`src/rtl/column_input_ctrl.sv`:
```
// rtl/column_input_ctrl.sv - debounced column button decoder issuing single move strobes to the board FSM
module column_input_ctrl #(
    parameter int unsigned DEBOUNCE_CYCLES = 4
) (
    input  logic       clk,
    input  logic       reset,
    input  logic [3:0] btn,
    input  logic [1:0] game_status,
    input  logic       ready,
    output logic [3:0] in_column,
    output logic       enable,
    output logic       multi_err,
    output logic [1:0] current_state,
    output logic [7:0] move_count
);

    typedef enum logic [1:0] {
        IDLE         = 2'b00,
        DEBOUNCE     = 2'b01,
        ISSUE        = 2'b10,
        WAIT_RELEASE = 2'b11
    } state_t;

    // Counter runs 0..LAST, so reaching LAST marks DEBOUNCE_CYCLES stable samples.
    localparam logic [15:0] LAST = 16'(DEBOUNCE_CYCLES - 1);

    state_t      state;
    logic [3:0]  sync1;
    logic [3:0]  sbtn;
    logic [3:0]  captured;
    logic [15:0] cnt;
    logic        game_on;
    logic        one_hot;
    logic        multi;

    assign game_on       = (game_status == 2'b00);
    assign one_hot       = (sbtn != 4'b0000) && ((sbtn & (sbtn - 4'd1)) == 4'b0000);
    assign multi         = (sbtn != 4'b0000) && !one_hot;
    assign current_state = state;

    always_ff @(posedge clk or negedge reset) begin
        if (!reset) begin
            state      <= IDLE;
            sync1      <= 4'b0000;
            sbtn       <= 4'b0000;
            captured   <= 4'b0000;
            cnt        <= 16'd0;
            in_column  <= 4'b1111;
            enable     <= 1'b0;
            multi_err  <= 1'b0;
            move_count <= 8'd0;
        end else begin
            sync1     <= btn;
            sbtn      <= sync1;
            enable    <= 1'b0;
            multi_err <= 1'b0;
            case (state)
                IDLE: begin
                    if (game_on) begin
                        if (one_hot) begin
                            captured <= sbtn;
                            cnt      <= 16'd0;
                            state    <= DEBOUNCE;
                        end else if (multi) begin
                            multi_err <= 1'b1;
                            cnt       <= 16'd0;
                            state     <= WAIT_RELEASE;
                        end
                    end
                end
                DEBOUNCE: begin
                    if (sbtn != captured || !game_on) begin
                        state <= IDLE;
                    end else if (cnt == LAST) begin
                        // Counter saturates here while the board is busy.
                        if (ready) begin
                            state      <= ISSUE;
                            enable     <= 1'b1;
                            in_column  <= ~captured;
                            move_count <= move_count + 8'd1;
                        end
                    end else begin
                        cnt <= cnt + 16'd1;
                    end
                end
                ISSUE: begin
                    cnt   <= 16'd0;
                    state <= WAIT_RELEASE;
                end
                WAIT_RELEASE: begin
                    if (sbtn != 4'b0000) begin
                        cnt <= 16'd0;
                    end else if (cnt == LAST) begin
                        state     <= IDLE;
                        in_column <= 4'b1111;
                    end else begin
                        cnt <= cnt + 16'd1;
                    end
                end
                default: state <= IDLE;
            endcase
        end
    end

endmodule
```
`config.mk`:
```
export PLATFORM = sky130hd
export DESIGN_NAME = column_input_ctrl
export DESIGN_NICKNAME = d
export VERILOG_FILES = /design/src/rtl/column_input_ctrl.sv
export SDC_FILE = /design/constraint.sdc
export NUM_CORES = 1
export LEC_CHECK = 0
export ABC_AREA = 0
export BUFFER_PORTS_ARGS = -buffer_cell sky130_fd_sc_hd__buf_2
export CORE_ASPECT_RATIO = 1.5
export CORE_UTILIZATION = 47
export CTS_CLUSTER_DIAMETER = 80
export DETAILED_ROUTE_END_ITERATION = 8
export GPL_TIMING_DRIVEN = 0
export PLACE_DENSITY = 0.66
export SLEW_MARGIN = 0
export SYNTH_ARGS = -nofsm -noshare
export SYNTH_HDL_FRONTEND = slang
export SYNTH_SLANG_ARGS = --single-unit
```
`constraint.sdc`:
```
create_clock -name clk -period 4.1 [get_ports clk]
set_input_delay 0.41 -clock clk [delete_from_list [all_inputs] [get_ports clk]]
set_output_delay 0.41 -clock clk [all_outputs]
set_load 0.02 [all_outputs]
```
==> flow_summary.json, run 1 <==
{
  "place_congestion": 0.791,
  "met3_usage": 0.0381,
  "reg2reg_depth": 7,
  "synthTopCellsByArea": "dfrtp_1 (46%), dfstp_2 (4.9%), xor2_1 (4.9%), a21oi_1 (4.2%), o21ai_0 (3.2%)",
  "worst_hold_path_type": "input pin to flip-flop",
  "drc": 5,
  "use_met2": 0.320,
  "p_sw_frac": 0.325,
  "htree_levels": 2,
  "wirelength_mm": 4.21,
  "yosysMostFrequentCell": "dfrtp_1",
  "place_area_um2": 2340,
  "ctsRootBufferMaster": "clkbuf_8",
  "synth_fa_ha_area_frac": 0.0162,
  "total_power_mw": 1.05,
  "cts_max_path_buffers": 2,
  "fin_crit_ns": 2.34,
  "seq_area_um2": 1110,
  "multi_input_area_um2": 966,
  "cts_made_buffers": 5,
  "grt.busiest_layer": "met2",
  "final_util": 0.562,
  "maxCapViolCount": 0,
  "cp_max_fo": 7,
  "failed_checks": "DRC",
  "grt_setup_unrepaired": "no",
  "power.switching_uw": 341,
  "via_count": 1639,
  "final_area_um2": 2430,
  "power_leakage_nw": 1.04,
  "hpwl_mm": 3.03,
  "worstReg2RegStart": "cnt[0]$_DFFE_PN0P_",
  "clockPowerShare": 0.262,
  "synth_edf_count": 0,
  "critPathRequiredTime_ns": 4.28,
  "antenna_cells": 0,
  "tightest_slew_ns": 0.949,
  "slew_viol_final": 0,
  "grt_antenna_before_repair": 0,
  "cts_tree": "done",
  "ys_warn_count": 0,
  "layout.cells.non_filler": 281,
  "end_kind": "flip-flop",
  "ys_async_sr_fraction": 1.00,
  "synth.cell_area_um2": 2160,
  "io_pins": 25,
  "clk_latency_ns": 0.29,
  "p_int_uw": 709,
  "cts_sinks": 44,
  "crit_start": "cnt[0]$_DFFE_PN0P_",
  "grt_pass1_wl_mm": 7.05,
  "crit_type": "flip-flop to flip-flop",
  "ys.flop_type": "dfrtp_1",
  "drive_above_1_share": 0.230,
  "yosysSeqAreaShare": 0.512,
  "yosysUniqueCellTypes": 44,
  "drt-initial-drc-count": 69,
  "grt-ovfl-total": 0,
  "die_x_um": 57.4,
  "cts.reportedPaths.clkPinSlew_ns": 0.08,
  "synth_top_area_frac": 0.463,
  "die_h_um": 85.0,
  "syn_inst": 203,
  "grt_util_all_layers": 0.187,
  "n_fill_cell": 401,
  "place.port_buffers": 24,
  "fin_nets": 245,
  "rr_endpoint": "move_count[1]$_DFFE_PN0P_",
  "synth-compound-area-share": 0.143,
  "crit_end": "move_count[1]$_DFFE_PN0P_",
  "placementRows": 29,
  "synth_xor_area_frac": 0.0486,
  "netlist.top_cell.by_area": "dfrtp_1",
  "syn_area_per_cell_um2": 10.6,
  "dieArea_um2": 4880,
  "drt_first_pass_iters": 6,
  "cp.arrival_ns": 2.52,
  "initial_core_util": 0.500,
  "slew_headroom": 0.367,
  "syn-num-nets": 214,
  "start_kind": "flip-flop",
  "ctsHoldBuffers": 0,
  "synth_seq_cells": 44,
  "pwr-share-comb": 0.247,
  "wire_per_inst_um": 15.0,
  "ant_nets": 0,
  "clock-skew-final_ns": 0.00592,
  "timing.fmax_mhz": 426,
  "routed_via_density": 5.83,
  "status": "complete, but fails checks",
  "vdd_ir_drop_max_v": 0.000284,
  "synth_top_family_by_area": "simple AND/OR/NAND/NOR gates",
  "finalHoldViolations": 0,
  "cts_resized": 0,
  "power_density_nw_per_um2": 432,
  "postCtsSetupBuffers": 0,
  "placed_cells": 273,
  "setup_violations": 0,
  "min_period_over_period": 0.572,
  "muxShareOfSynthArea": 0.0261,
  "met1_usage": 0.226,
  "synth-simple-area-share": 0.213,
  "core_area_um2": 4320,
  "fin_tns_setup_ns": 0,
  "syn2layout_area_growth_pct": 12.4,
  "grt_max_degree": 45,
  "synth_common_cells": "dfrtp_1 (40), a21oi_1 (18), o21ai_0 (14), xor2_1 (12), or3_1 (11)",
  "r2r_setup_slack_ns": 1.76,
  "grt_pass1_vias": 1527,
  "p_seq_frac": 0.491
}
[worst max-delay path: stages, from the launching register on]
cell and delay [ns]:
dfrtp_1 0.40, ha_1 0.22, nor4b_1 0.40, nand4_1 0.22
or2_2 0.34, buf_6 0.14, nor2_4 0.16, mux2_2 0.35
[cell usage in the layout, fill, tap and decap left out, drive strengths merged]
master	n
dfrtp	40
buf	30
a21oi	19
o21ai	14
xor2	12
or3	11
clkbuf	11
nand2	10
nand3	9
nor2	9
nor3	8
inv	6
nand4	6
o31ai	5
mux2	5
nor4	5
and3	4
a2bb2oi	4
dfstp	4
or4	4
nand3b	2
ha	2
maj3	1
nor4b	1
or2	1
or4bb	1
a31o	1
a21boi	1
a22oi	1
and4	1
a31oi	1
nor3b	1
o21a	1
a211oi	1
a311oi	1
o221ai	1
and2	1
[worst min path at each step]
stage | from | to | cells after the start
floorplan | reset | captured[0]$_DFFE_PN0P_ | 0
global placement | sync1[1]$_DFF_PN0_ | sbtn[1]$_DFF_PN0_ | 0
detailed placement | sync1[2]$_DFF_PN0_ | sbtn[2]$_DFF_PN0_ | 0
CTS | btn[0] | sync1[0]$_DFF_PN0_ | 1
global route | btn[3] | sync1[3]$_DFF_PN0_ | 1
finish | btn[0] | sync1[0]$_DFF_PN0_ | 1
[routing by layer]
layer / vias to the layer above / wire [um]
li1: 812 / -
met1: 794 / 1850
met2: 28 / 2180
met3: 5 / 110
met4: 0 / 64
met5: - / 0
[flip-flops by register name (all words and copies together), names as in the netlist]
name,count
in_column,4
captured,4
sync1,4
enable,1
sbtn,4
move_count,8
current_state,2
multi_err,1
cnt,16
[power by group through the flow]
stage / Combinational (mW) / Clock [mW] / Sequential [mW]
floorplan: 0.183 / 0 / 0.529
global placement: 0.259 / 0 / 0.524
detailed placement: 0.261 / 0 / 0.526
CTS: 0.262 / 0.286 / 0.517
global route: 0.285 / 0.303 / 0.523
finish: 0.259 / 0.275 / 0.516
[final cells by class]
| class | count | area share |
|---|---|---|
| multi-input cells | 144 | 0.398 |
| inverters | 6 | 0.00927 |
| well taps | 46 | 0.0237 |
| repair buffers | 24 | 0.0495 |
| clock buffers | 8 | 0.0371 |
| flip-flops and latches | 44 | 0.455 |
| plain buffers | 9 | 0.0273 |
[kinds of logic after synthesis]
logic type,count (synthesis)
XOR/XNOR,12
multiplexers,5
flip-flops,44
AND/OR/NAND/NOR,74
adder cells (fa/ha/maj),3
buffers and inverters,15
AO/OA/AOI/OAI,50
[through the flow]
step           hold WS, ns  setup WS, ns
6_report             0.221          1.76
5_1_grt              0.210          1.60
4_1_cts              0.209          1.75
3_5_place_dp         0.339          1.69
3_3_place_gp         0.331          1.66
2_1_floorplan        0.114          2.01
Power figures use the tool's default switching activity.
==> run 2, diff against run 1 <==
--- a/config.mk
+++ b/config.mk
@@ -5,7 +5,7 @@
 export SDC_FILE = /design/constraint.sdc
 export NUM_CORES = 1
 export LEC_CHECK = 0
-export ABC_AREA = 0
+export ABC_AREA = 1
 export BUFFER_PORTS_ARGS = -buffer_cell sky130_fd_sc_hd__buf_2
 export CORE_ASPECT_RATIO = 1.5
 export CORE_UTILIZATION = 47
==> constraint.sdc (replaced) <==
create_clock -name clk -period 2.35 [get_ports clk]
set_input_delay 0.235 -clock clk [delete_from_list [all_inputs] [get_ports clk]]
set_output_delay 0.235 -clock clk [all_outputs]
set_load 0.02 [all_outputs]
==> run 2 against run 1 <==
  * The flow now finishes without violations
  * Final area is 21% higher
  * Register-to-register slack worse by 1.2 ns
  * Critical endpoint is now current_state[0]$_DFFE_PN0P_
  * First-iteration DRC count is 62% higher
  * Sequential share of layout area is 7.8 points lower
  * Power is 110% higher
  * Utilization is 2.1 points lower
  * Setup slack worse by 1.2 ns
  * Synthesized cell count is 77% higher
  * Sequential power is 73% higher
  * Flip-flop and latch count stayed put
  * Non-clock buffer count is 4 lower
==> flow_summary.json, run 2 <==
{
  "muxShareOfSynthArea": 0,
  "place_congestion": 0.904,
  "finalHoldViolations": 0,
  "hold_slack_ns": 0.0472,
  "drt-initial-drc-count": 112,
  "synth-simple-area-share": 0.386,
  "yosysMostFrequentCell": "nand2_1",
  "wire_per_inst_um": 13.2,
  "worst_hold_path_type": "input pin to flip-flop",
  "cts_resized": 0,
  "crit_start": "current_state[0]$_DFFE_PN0P_",
  "vdd_ir_drop_max_v": 0.000573,
  "grt_pass1_wl_mm": 10.4,
  "maxCapViolCount": 0,
  "syn_inst": 359,
  "synth-compound-area-share": 0.0662,
  "p_seq_frac": 0.397,
  "worstReg2RegStart": "current_state[0]$_DFFE_PN0P_",
  "tightest_slew_ns": 0.974,
  "power.switching_uw": 928,
  "yosysSeqAreaShare": 0.421,
  "synthTopCellsByArea": "dfrtp_1 (38%), nand2_1 (18%), nand3_1 (6.3%), inv_1 (5.3%), nor2_1 (4.9%)",
  "fin_nets": 401,
  "fin_crit_ns": 1.84,
  "final_util": 0.541,
  "synth_edf_count": 0,
  "start_kind": "flip-flop",
  "p_int_mw": 1.33,
  "ctsHoldBuffers": 0,
  "place.port_buffers": 24,
  "p_sw_frac": 0.412,
  "grt_antenna_before_repair": 0,
  "syn-num-nets": 370,
  "reg_top3": "cnt x16, move_count x8",
  "cts_tree": "done",
  "drt_first_pass_iters": 6,
  "die_h_um": 93.6,
  "cts.reportedPaths.clkPinSlew_ns": 0.09,
  "power_leakage_nw": 1.44,
  "postCtsSetupBuffers": 0,
  "synth_top_area_frac": 0.381,
  "min_period_over_period": 0.785,
  "die_x_um": 63.0,
  "grt_max_degree": 45,
  "synth_common_cells": "nand2_1 (123), dfrtp_1 (40), inv_1 (37), nor2_1 (34), nand3_1 (33)",
  "slew_headroom": 0.351,
  "synth_top_family_by_area": "simple AND/OR/NAND/NOR gates",
  "synth_xor_area_frac": 0.0400,
  "yosysUniqueCellTypes": 31,
  "ant_nets": 0,
  "drc": 0,
  "clockPowerShare": 0.220,
  "setup_violations": 0,
  "core_area_um2": 5410,
  "cp.arrival_ns": 2.03,
  "io_pins": 25,
  "final_common_cell": "nand2_1",
  "ys_warn_count": 0,
  "routed_via_density": 5.22,
  "clock-skew-final_ns": 0.00953,
  "grt_setup_unrepaired": "no",
  "via_count": 2407,
  "critPathRequiredTime_ns": 2.54,
  "cts_max_path_buffers": 2,
  "timing.fmax_mhz": 542,
  "ctsRootBufferMaster": "clkbuf_8",
  "synth.cell_area_um2": 2630,
  "crit_type": "flip-flop to flip-flop",
  "final_cell_mix": "nand2_1 (123), dfrtp_1 (40), inv_1 (37), nor2_1 (34), nand3_1 (33)",
  "grt-ovfl-total": 0,
  "fin_tns_setup_ns": 0,
  "slew_viol_final": 0,
  "regMostFlops": "cnt",
  "hold_start": "btn[3]",
  "placementRows": 33,
  "ys.flop_type": "dfrtp_1",
  "htree_levels": 2,
  "cts_made_buffers": 5,
  "netlist.top_cell.by_area": "dfrtp_1",
  "cp_max_fo": 10,
  "drive_above_1_share": 0.159,
  "largest_reg_flops": 16,
  "pwr-share-comb": 0.383,
  "syn_area_per_cell_um2": 7.32,
  "initial_core_util": 0.486,
  "dieArea_um2": 5900,
  "end_kind": "flip-flop",
  "synth_seq_cells": 44,
  "n_fill_cell": 556,
  "grt_pass1_vias": 2298,
  "synth_fa_ha_area_frac": 0.00953,
  "status": "finished clean",
  "ys_async_sr_fraction": 1.00,
  "hpwl_mm": 4.44,
  "grt_util_all_layers": 0.226,
  "antenna_cells": 0,
  "clk_latency_ns": 0.30,
  "syn2layout_area_growth_pct": 11.5,
  "power_density_nw_per_um2": 770,
  "wirelength_mm": 6.08,
  "cts_sinks": 44
}
[run 2: cells by family after synthesis]
kind of cell,count (synthesis)
buf+inv,48
simple gates,225
flops,44
fa+ha+maj,2
xor+xnor,12
compound gates,28
[run 2: worst max-delay path: stages (launching register included)]
cell and delay (ns):
dfrtp_1 0.38, buf_4 0.18, nand2_1 0.22, clkinv_1 0.35, nand2_1 0.16, nand2_1 0.06
nor2_1 0.19, nand2_1 0.08, nand2_1 0.06, nand2_1 0.06
[run 2: worst paths after layout]
path	endpoint	slack, ns	depth (start not counted)
setup / recovery	current_state[0]$_DFFE_PN0P_	0.51	9
hold / removal	sync1[3]$_DFF_PN0_	0.05	1
setup reg to reg	current_state[0]$_DFFE_PN0P_	0.51	9
hold reg to reg	sbtn[0]$_DFF_PN0_	0.35	0
max in group asynchronous	cnt[13]$_DFFE_PN0P_	1.65	1
min in group asynchronous	cnt[6]$_DFFE_PN0P_	0.09	1
[run 2: metal layers]
metal  up-vias  wire length (um)  GRT usage
met1      1125              2320      0.242
met5         -                 0          0
li1       1210                 -          -
met2        63              3410      0.447
met3         9               277     0.0207
met4         0                72     0.0833
[run 2: final cells by class]
class                   count  area (um2)  share of cell area
clock buffers               7        86.3              0.0295
well taps                  70        87.6              0.0299
multi-input cells         267        1320               0.450
plain buffers               5        41.3              0.0141
inverters                  43         161              0.0551
clock inverters             1        7.51             0.00256
repair buffers             24         120              0.0410
flip-flops and latches     44        1110               0.378
[run 2: power groups by stage]
stage / clock, mW / combinational, mW / sequential [mW]
after global placement: 0 / 0.854 / 0.907
final: 0.497 / 0.864 / 0.894
after global routing: 0.533 / 0.960 / 0.909
after detailed placement: 0 / 0.861 / 0.908
after floorplan: 0 / 0.602 / 0.928
after CTS: 0.512 / 0.864 / 0.894
[run 2: per-stage QoR]
stage	cell area, um2	std cells	power, mW	worst slack [ns]
6_report	2930	461	2.25	0.505
5_1_grt	2930	461	2.40	0.372
3_5_place_dp	2830	453	1.77	0.558
2_1_floorplan	2630	359	1.53	0.822
3_3_place_gp	2830	453	1.76	0.590
4_1_cts	2930	461	2.27	0.542
